$ cat src/rtl/kcpsm6_irq_ctrl.sv
// kcpsm6_irq_ctrl
//   Multi-channel interrupt controller for a single kcpsm6 core. It collects
//   NUM_IRQ request lines and gives each channel edge or level sensitivity and a
//   mask bit. Requests are arbitrated by fixed or round-robin priority, and the
//   winner is presented on the kcpsm6 interrupt/interrupt_ack handshake.
//   Firmware accesses four registers through the kcpsm6 I/O port bus:
//     +0 PENDING (R/W1C)  +1 MASK (RW)  +2 VECTOR (R, write = EOI)  +3 CTRL (RW)
//
// Ports
//   clk, rst_n     system clock, asynchronous active-low reset
//   irq_in         raw requests (asynchronous to clk)
//   port_id, out_port, write_strobe, read_strobe   kcpsm6 I/O bus
//   rd_data, rd_hit                                registered read return
//   cpu_interrupt, cpu_irq_ack                     kcpsm6 interrupt handshake
module kcpsm6_irq_ctrl #(
    parameter int          NUM_IRQ   = 8,
    parameter logic [7:0]  BASE_PORT = 8'hF0,
    parameter logic [7:0]  EDGE_MASK = 8'hFF
) (
    input  logic               clk,
    input  logic               rst_n,
    input  logic [NUM_IRQ-1:0] irq_in,
    input  logic [7:0]         port_id,
    input  logic [7:0]         out_port,
    input  logic               write_strobe,
    input  logic               read_strobe,
    output logic [7:0]         rd_data,
    output logic               rd_hit,
    output logic               cpu_interrupt,
    input  logic               cpu_irq_ack
);

    typedef enum logic [1:0] {ST_IDLE, ST_ASSERT, ST_SERVICE} state_t;

    localparam logic [NUM_IRQ-1:0] EDGE_SEL = EDGE_MASK[NUM_IRQ-1:0];

    state_t             state;
    logic [NUM_IRQ-1:0] sync1, sync2, sync3;
    logic [NUM_IRQ-1:0] pending, mask;
    logic [NUM_IRQ-1:0] set_bits, w1c_bits, ack_clear, active;
    logic [1:0]         ctrl;
    logic               in_service;
    logic [2:0]         vec_id, rr_ptr, winner;
    logic               found;
    int                 idx;
    logic               addr_hit;
    logic [1:0]         addr_sel;
    logic               wr_pending, wr_mask, wr_vector, wr_ctrl;
    logic               req, take_ack;
    logic [7:0]         pend8, mask8, rd_mux;

    // Reads are unconditionally registered from port_id, so the strobe carries
    // no information for this block.
    logic unused_read_strobe;
    assign unused_read_strobe = read_strobe;

    assign addr_hit   = (port_id[7:2] == BASE_PORT[7:2]);
    assign addr_sel   = port_id[1:0];
    assign wr_pending = write_strobe & addr_hit & (addr_sel == 2'd0);
    assign wr_mask    = write_strobe & addr_hit & (addr_sel == 2'd1);
    assign wr_vector  = write_strobe & addr_hit & (addr_sel == 2'd2);
    assign wr_ctrl    = write_strobe & addr_hit & (addr_sel == 2'd3);

    // Edge channels fire once on a synchronised rising edge; level channels
    // re-assert pending every cycle the synchronised line is high.
    assign set_bits = (sync2 & ~sync3 & EDGE_SEL) | (sync2 & ~EDGE_SEL);
    assign w1c_bits = wr_pending ? out_port[NUM_IRQ-1:0] : '0;
    assign active   = pending & mask;
    assign req      = ctrl[0] & (|active);
    assign take_ack = (state == ST_ASSERT) & cpu_irq_ack & req;

    // Winner search. Fixed mode scans upward from channel 0. Round-robin mode
    // scans upward starting one past the last serviced channel and wraps.
    always_comb begin
        winner = '0;
        found  = 1'b0;
        idx    = 0;
        for (int i = 0; i < NUM_IRQ; i++) begin
            idx = ctrl[1] ? ((int'(rr_ptr) + 1 + i) % NUM_IRQ) : i;
            if (!found && active[idx]) begin
                winner = 3'(idx);
                found  = 1'b1;
            end
        end
    end

    always_comb begin
        ack_clear = '0;
        for (int i = 0; i < NUM_IRQ; i++) begin
            ack_clear[i] = take_ack && (winner == 3'(i));
        end
    end

    // Two-flop synchroniser plus a history flop for edge detection.
    always_ff @(posedge clk or negedge rst_n) begin
        if (!rst_n) begin
            sync1 <= '0;
            sync2 <= '0;
            sync3 <= '0;
        end else begin
            sync1 <= irq_in;
            sync2 <= sync1;
            sync3 <= sync2;
        end
    end

    // A new set in the same cycle beats both a W1C and an acknowledge clear.
    always_ff @(posedge clk or negedge rst_n) begin
        if (!rst_n) begin
            pending <= '0;
            mask    <= '0;
            ctrl    <= '0;
        end else begin
            pending <= (pending & ~w1c_bits & ~ack_clear) | set_bits;
            if (wr_mask) mask <= out_port[NUM_IRQ-1:0];
            if (wr_ctrl) ctrl <= out_port[1:0];
        end
    end

    // Interrupt handshake. The ack uses the winner from the current register
    // state, so a mask write landing on the same edge cannot steal it.
    always_ff @(posedge clk or negedge rst_n) begin
        if (!rst_n) begin
            state         <= ST_IDLE;
            cpu_interrupt <= 1'b0;
            in_service    <= 1'b0;
            vec_id        <= '0;
            rr_ptr        <= 3'(NUM_IRQ - 1);
        end else begin
            case (state)
                ST_IDLE: begin
                    if (req) begin
                        state         <= ST_ASSERT;
                        cpu_interrupt <= 1'b1;
                    end
                end
                ST_ASSERT: begin
                    if (take_ack) begin
                        vec_id        <= winner;
                        in_service    <= 1'b1;
                        rr_ptr        <= winner;
                        state         <= ST_SERVICE;
                        cpu_interrupt <= 1'b0;
                    end else if (!req) begin
                        state         <= ST_IDLE;
                        cpu_interrupt <= 1'b0;
                    end
                end
                ST_SERVICE: begin
                    if (wr_vector) begin
                        in_service <= 1'b0;
                        state      <= ST_IDLE;
                    end
                end
                default: begin
                    state         <= ST_IDLE;
                    cpu_interrupt <= 1'b0;
                end
            endcase
        end
    end

    always_comb begin
        pend8                = '0;
        mask8                = '0;
        pend8[NUM_IRQ-1:0]   = pending;
        mask8[NUM_IRQ-1:0]   = mask;
        case (addr_sel)
            2'd0:    rd_mux = pend8;
            2'd1:    rd_mux = mask8;
            2'd2:    rd_mux = {in_service, 4'b0000, vec_id};
            default: rd_mux = {6'b000000, ctrl};
        endcase
    end

    // kcpsm6 holds port_id for two cycles, so a one-cycle registered read
    // path is still in time for INPUT.
    always_ff @(posedge clk or negedge rst_n) begin
        if (!rst_n) begin
            rd_data <= 8'h00;
            rd_hit  <= 1'b0;
        end else begin
            rd_data <= addr_hit ? rd_mux : 8'h00;
            rd_hit  <= addr_hit;
        end
    end

endmodule

$ cat config.mk
export PLATFORM = sky130hd
export DESIGN_NAME = kcpsm6_irq_ctrl
export DESIGN_NICKNAME = d
export VERILOG_FILES = /design/src/rtl/kcpsm6_irq_ctrl.sv
export SDC_FILE = /design/constraint.sdc
export NUM_CORES = 1
export LEC_CHECK = 0
export BUFFER_PORTS_ARGS = -buffer_cell sky130_fd_sc_hd__buf_4
export CAP_MARGIN = 15
export CORE_ASPECT_RATIO = 1.2
export CORE_MARGIN = 2
export CORE_UTILIZATION = 35
export DETAILED_ROUTE_END_ITERATION = 10
export HOLD_SLACK_MARGIN = 0.05
export SYNTH_ARGS = -nofsm -noshare
export SYNTH_HDL_FRONTEND = slang
export SYNTH_SLANG_ARGS = --single-unit
export TNS_END_PERCENT = 50
$ cat constraint.sdc
create_clock -name clk -period 3.85 [get_ports clk]
set_input_delay 0.77 -clock clk [delete_from_list [all_inputs] [get_ports clk]]
set_output_delay 0.77 -clock clk [all_outputs]
set_load 0.005 [all_outputs]
== After elaboration in Yosys (flattened, before gate mapping) ==
Cells that the tools add are included.
Storage, ports and cells
  bits in registers: 61
  word-level logic and storage cells: 172
Cells by class
  add/sub/neg operators: 8
  magnitude comparators: 8
  equality and inequality tests: 17
  muxes and demuxes: 62
  bitwise logic cells: 25
  reduce and logical (&&, ||, !) cells: 39
Operators with widths (number)
  $lt A32 B5 Y1 const B: 8
  $mux W32: 8
  $and A8 B8 Y8: 4
  $mux W1: 28
  $bmux W1 S3: 8
  $mux W3: 8
  $not A8 Y8: 3
  $pmux W8 S3: 1
  $reduce_or A3 Y1: 8
  $mux W8: 2
  $logic_and A1 B1 Y1: 15
  $add A3 B3 Y3 const B: 4
  $eq A3 B3 Y1 const B: 4
  $reduce_and A3 Y1: 3
  $and A1 B1 Y1: 8
  $and A1 B1 Y1 const A: 8
  $mux W2: 4
  $or A8 B8 Y8: 1
  $reduce_or A8 Y1: 1
  $logic_not A1 Y1: 7
  $add A3 B1 Y3 const B: 2
  $add A3 B2 Y3 const B: 2
  $eq A2 B2 Y1 const B: 3
  $eq A3 B2 Y1 const B: 2
  13 further kinds: 17

== Longest topological paths before layout ==
  depth after elaboration: 34
  depth in mapped cells: 13
  gate-level depth less buffers: 11

== Least setup slack after synthesis ==
No wires, ideal clock.
  path type: reg-to-reg
  from: register rr_ptr[0]
  to: register pending[4], in the netlist pend8[4]
  setup time: 122 ps
  arrival time: 3410 ps
  path slack: 318 ps
  stages on the path, launching flop included: 14
  clock period less this slack: 3532 ps
  cell sequence: dfstp_2 inv_1 ha_1 buf_4 xnor3_1 and2_0 clkbuf_1 o211ai_1 o211ai_1 or4b_4 nor2_2 o32a_2 nand4b_1 a32o_1
On the way
  cells in the longest elaborated chain, start to end: 32
  elaborated cells between the ends (all ways): 74
Ends and longest elaborated chain
  start, declared: RTL line 43  | logic [2:0] vec_id, rr_ptr, winner;
  start signal, assigned: RTL line 128  | rr_ptr <= 3'(NUM_IRQ - 1);
  start signal, assigned: RTL line 141  | rr_ptr <= winner;
  $add A3 B1 Y3 *: RTL line 79  | idx = ctrl[1] ? ((int'(rr_ptr) + 1 + i) % NUM_IRQ) : i;
  parallel branches: the longest is 25 deep, another holds $add A3 B1 Y3
  $mux W3 *: RTL line 80  | if (!found && active[idx]) begin
  $eq A3 B3 Y1 *: RTL line 90  | ack_clear[i] = take_ack && (winner == 3'(i));
  $logic_and A1 B1 Y1 *: RTL line 90
  $not A8 Y8 *: RTL line 114  | pending <= (pending & ~w1c_bits & ~ack_clear) | set_bits;
  $and A8 B8 Y8 *: RTL line 114
  $or A8 B8 Y8 *: RTL line 114
  end signal, assigned: RTL line 114
  end, declared: RTL line 39  | logic [NUM_IRQ-1:0] pending, mask;
Every way passes the cells marked *. The select of a mux whose other input is x is not followed.
A chain may end at the register's enable or synchronous reset.

== Worst setup path after layout ==
  from: register rr_ptr[0]
  to: register pending[3], in the netlist pend8[3]
On the way
  cells in the longest elaborated chain, start to end: 32
  elaborated cells between the ends (all ways): 74
Ends and longest elaborated chain (RTL line)
  $add A3 B1 Y3 *: 79
  parallel branches: the longest is 25 deep, another holds $add A3 B1 Y3
  $mux W3 *: 80
  $eq A3 B2 Y1 *: 90
  $logic_and A1 B1 Y1 *: 90
  $not A8 Y8 *: 114
  $and A8 B8 Y8 *: 114
  $or A8 B8 Y8 *: 114
Marked as above.

==> impl_metrics.json <==
{
  "worst_ep_required_time_ps": 4060,
  "finalSetupViolations": 0,
  "worstHoldEndpoint": "sync2[1]",
  "drt_iter0_drc": 84,
  "endpoint_kind": "register",
  "rows": 38,
  "cp_max_fo": 11,
  "dieArea_sq_um": 9950,
  "grt_pass1_vias": 2570,
  "n_fill_cell": 854,
  "fp.dieH_um": 109,
  "multi_input_area_sq_um": 1600,
  "synth_fp_nets": 336,
  "p_per_area_nw_per_um2": 358,
  "vias": 2539,
  "clock-sinks": 61,
  "synth_most_common_cell": "dfrtp_1",
  "fmax_mhz": 273,
  "numPortBuffers": 37,
  "tns_ps": 0,
  "synth.top_cell.area_share": 0.452,
  "path_class": "reg2reg",
  "p_leak_nw": 1.74,
  "skew_ps": 4.44,
  "drt_first_pass_iters": 4,
  "grt-ovfl-total": 0,
  "htreeDepth": 3,
  "ys_seq_area_frac": 0.477,
  "hold_depth": 0,
  "synth_top_cell_by_area": "dfrtp_1",
  "reg2reg_depth": 11,
  "cts_buffer_depth": 2,
  "track_usage": 0.159,
  "drv_slew": 0,
  "synth.distinct_cells": 58,
  "syn_inst": 305,
  "grt_max_degree": 62,
  "hold_ws_ps": 349,
  "worstReg2RegStart": "rr_ptr[0]",
  "rsz0062_at_grt": "no",
  "synth_area_sq_um": 3210,
  "yosysWarnings": 0,
  "drive_gt1_frac": 0.288,
  "netlist_top_cells_area": "dfrtp_1 (45%), mux2i_1 (6.5%), nand2_1 (5.1%)",
  "wl_um": 7510,
  "power_mw": 1.39,
  "grt_pass1_wl_um": 12200,
  "fp.dieW_um": 91.4,
  "diodes": 0,
  "critPathLaunchType": "register",
  "min_period_over_period": 0.950,
  "root_buffer": "clkbuf_8",
  "synthTopCellsByCount": "dfrtp_1 (58), nand2_1 (44), mux2i_1 (21)",
  "synth_edf_count": 0,
  "dp_hpwl_um": 5650,
  "io_pins": 39,
  "peakVddDrop_mv": 0.328,
  "clk_pin_slew_ps": 60,
  "routedWlPerCell_um": 15.7,
  "antenna_found_initial": 0,
  "core_sq_um": 8990,
  "syn_avg_cell_area_sq_um": 10.5,
  "rrSetupSlack_ps": 190,
  "cap_violations": 0,
  "period_needed_ps": 3660,
  "hold_violations": 0,
  "cts_tree": "done",
  "relSlewSlack": 0.500,
  "hold_buffers": 0,
  "worst_pin_slew_ps": 750,
  "drc": 0,
  "outcome": "finished clean",
  "clkLatencyLatePin_ps": 340,
  "cts_buffers": 9,
  "async_reset_ff_frac": 1.00,
  "gp_congestion": 0.917,
  "ys.flop_type": "dfrtp_1",
  "min_path_type": "reg2reg",
  "min_from": "sync1[1]",
  "r2r-end": "pend8[3]",
  "ys_seq_elements": 61,
  "initial_core_util": 0.357,
  "area_growth_pct": 21.4,
  "ant_nets": 0,
  "cp_data_arrival_time_ps": 3870,
  "nets": 384,
  "final-seq-area_sq_um": 1530,
  "viasPerCell": 5.31
}
-- cell usage in the layout, fill, tap and decap left out, drive strengths merged, types with 6 or more instances in the layout --
master and n:
dfrtp 58, buf 49, nand2 44, mux2i 21, mux2 16, inv 15, nor2 15, clkbuf 12
nor3 7, a21oi 7, nand3 7, o22ai 7, nand2b 7, o211ai 6, o21ai 6
-- kinds of logic after synthesis --
family,after synthesis,share of synthesized area
mux,41,0.152
flops,61,0.477
buf+inv,28,0.0370
compound gates,57,0.133
fa+ha+maj,2,0.00780
simple gates,112,0.178
xor+xnor,4,0.0152
-- state kept, by name, indices dropped and copies added (netlist names), 2 cells and up --
signal	count
pend8	8
sync2	8
rr_ptr	3
state	2
rd_data	8
ctrl	2
sync1	8
mask	8
sync3	8
vec_id	3
-- report_power, final --
group,internal [mW],switching [mW]
clock network,0.265,0.231
logic,0.104,0.117
registers,0.665,0.0117
-- layer usage --
layer	track usage	up-vias	part of all wire
li1	-	1215	-
met1	0.185	1249	0.42
met2	0.278	58	0.51
met3	0.0352	17	0.037
met4	0.0812	0	0.026
met5	0	-	0
-- critical path: stages (launching register included) --
cell,delay [ps]
dfstp_2,400
nor2b_2,460
buf_4,250
mux2i_1,590
o32ai_1,230
or2_1,300
o21ai_1,220
a221o_1,200
a32oi_2,140
clkdlybuf4s15_2,300
nor4b_1,340
o22ai_1,100
-- through the flow --
step | setup WS, ps | utilization | cells | instance area, sq um
6_report | 193 | 0.433 | 478 | 3890
5_1_grt | 14.4 | 0.433 | 478 | 3890
4_1_cts | 20.8 | 0.427 | 476 | 3830
3_5_place_dp | 41.5 | 0.407 | 460 | 3660
3_3_place_gp | 57.8 | 0.407 | 460 | 3660
2_1_floorplan | 318 | - | 305 | 3210
-- final cells by class --
cell class | instances | share of cell area
well taps | 120 | 0.0385
multi-input cells | 216 | 0.411
flip-flops and latches | 61 | 0.393
clock inverters | 4 | 0.00578
repair buffers | 50 | 0.0973
clock buffers | 12 | 0.0398
inverters | 15 | 0.0145
-- worst max path at each step --
stage | from | end | cells after the start
global placement | rr_ptr[0] | pend8[4] | 11
floorplan | rr_ptr[0] | pend8[4] | 13
finish | rr_ptr[0] | pend8[3] | 11
CTS | rr_ptr[0] | pend8[1] | 11
detailed placement | rr_ptr[0] | pend8[1] | 11
global route | rr_ptr[0] | pend8[3] | 11
-- repair_timing --
action,CTS,global route
buffers inserted,0,1
endpoints found under the hold margin,0,0
endpoints found under the setup margin,0,8
resized for setup,0,9
(Power assumes the default switching activity.)
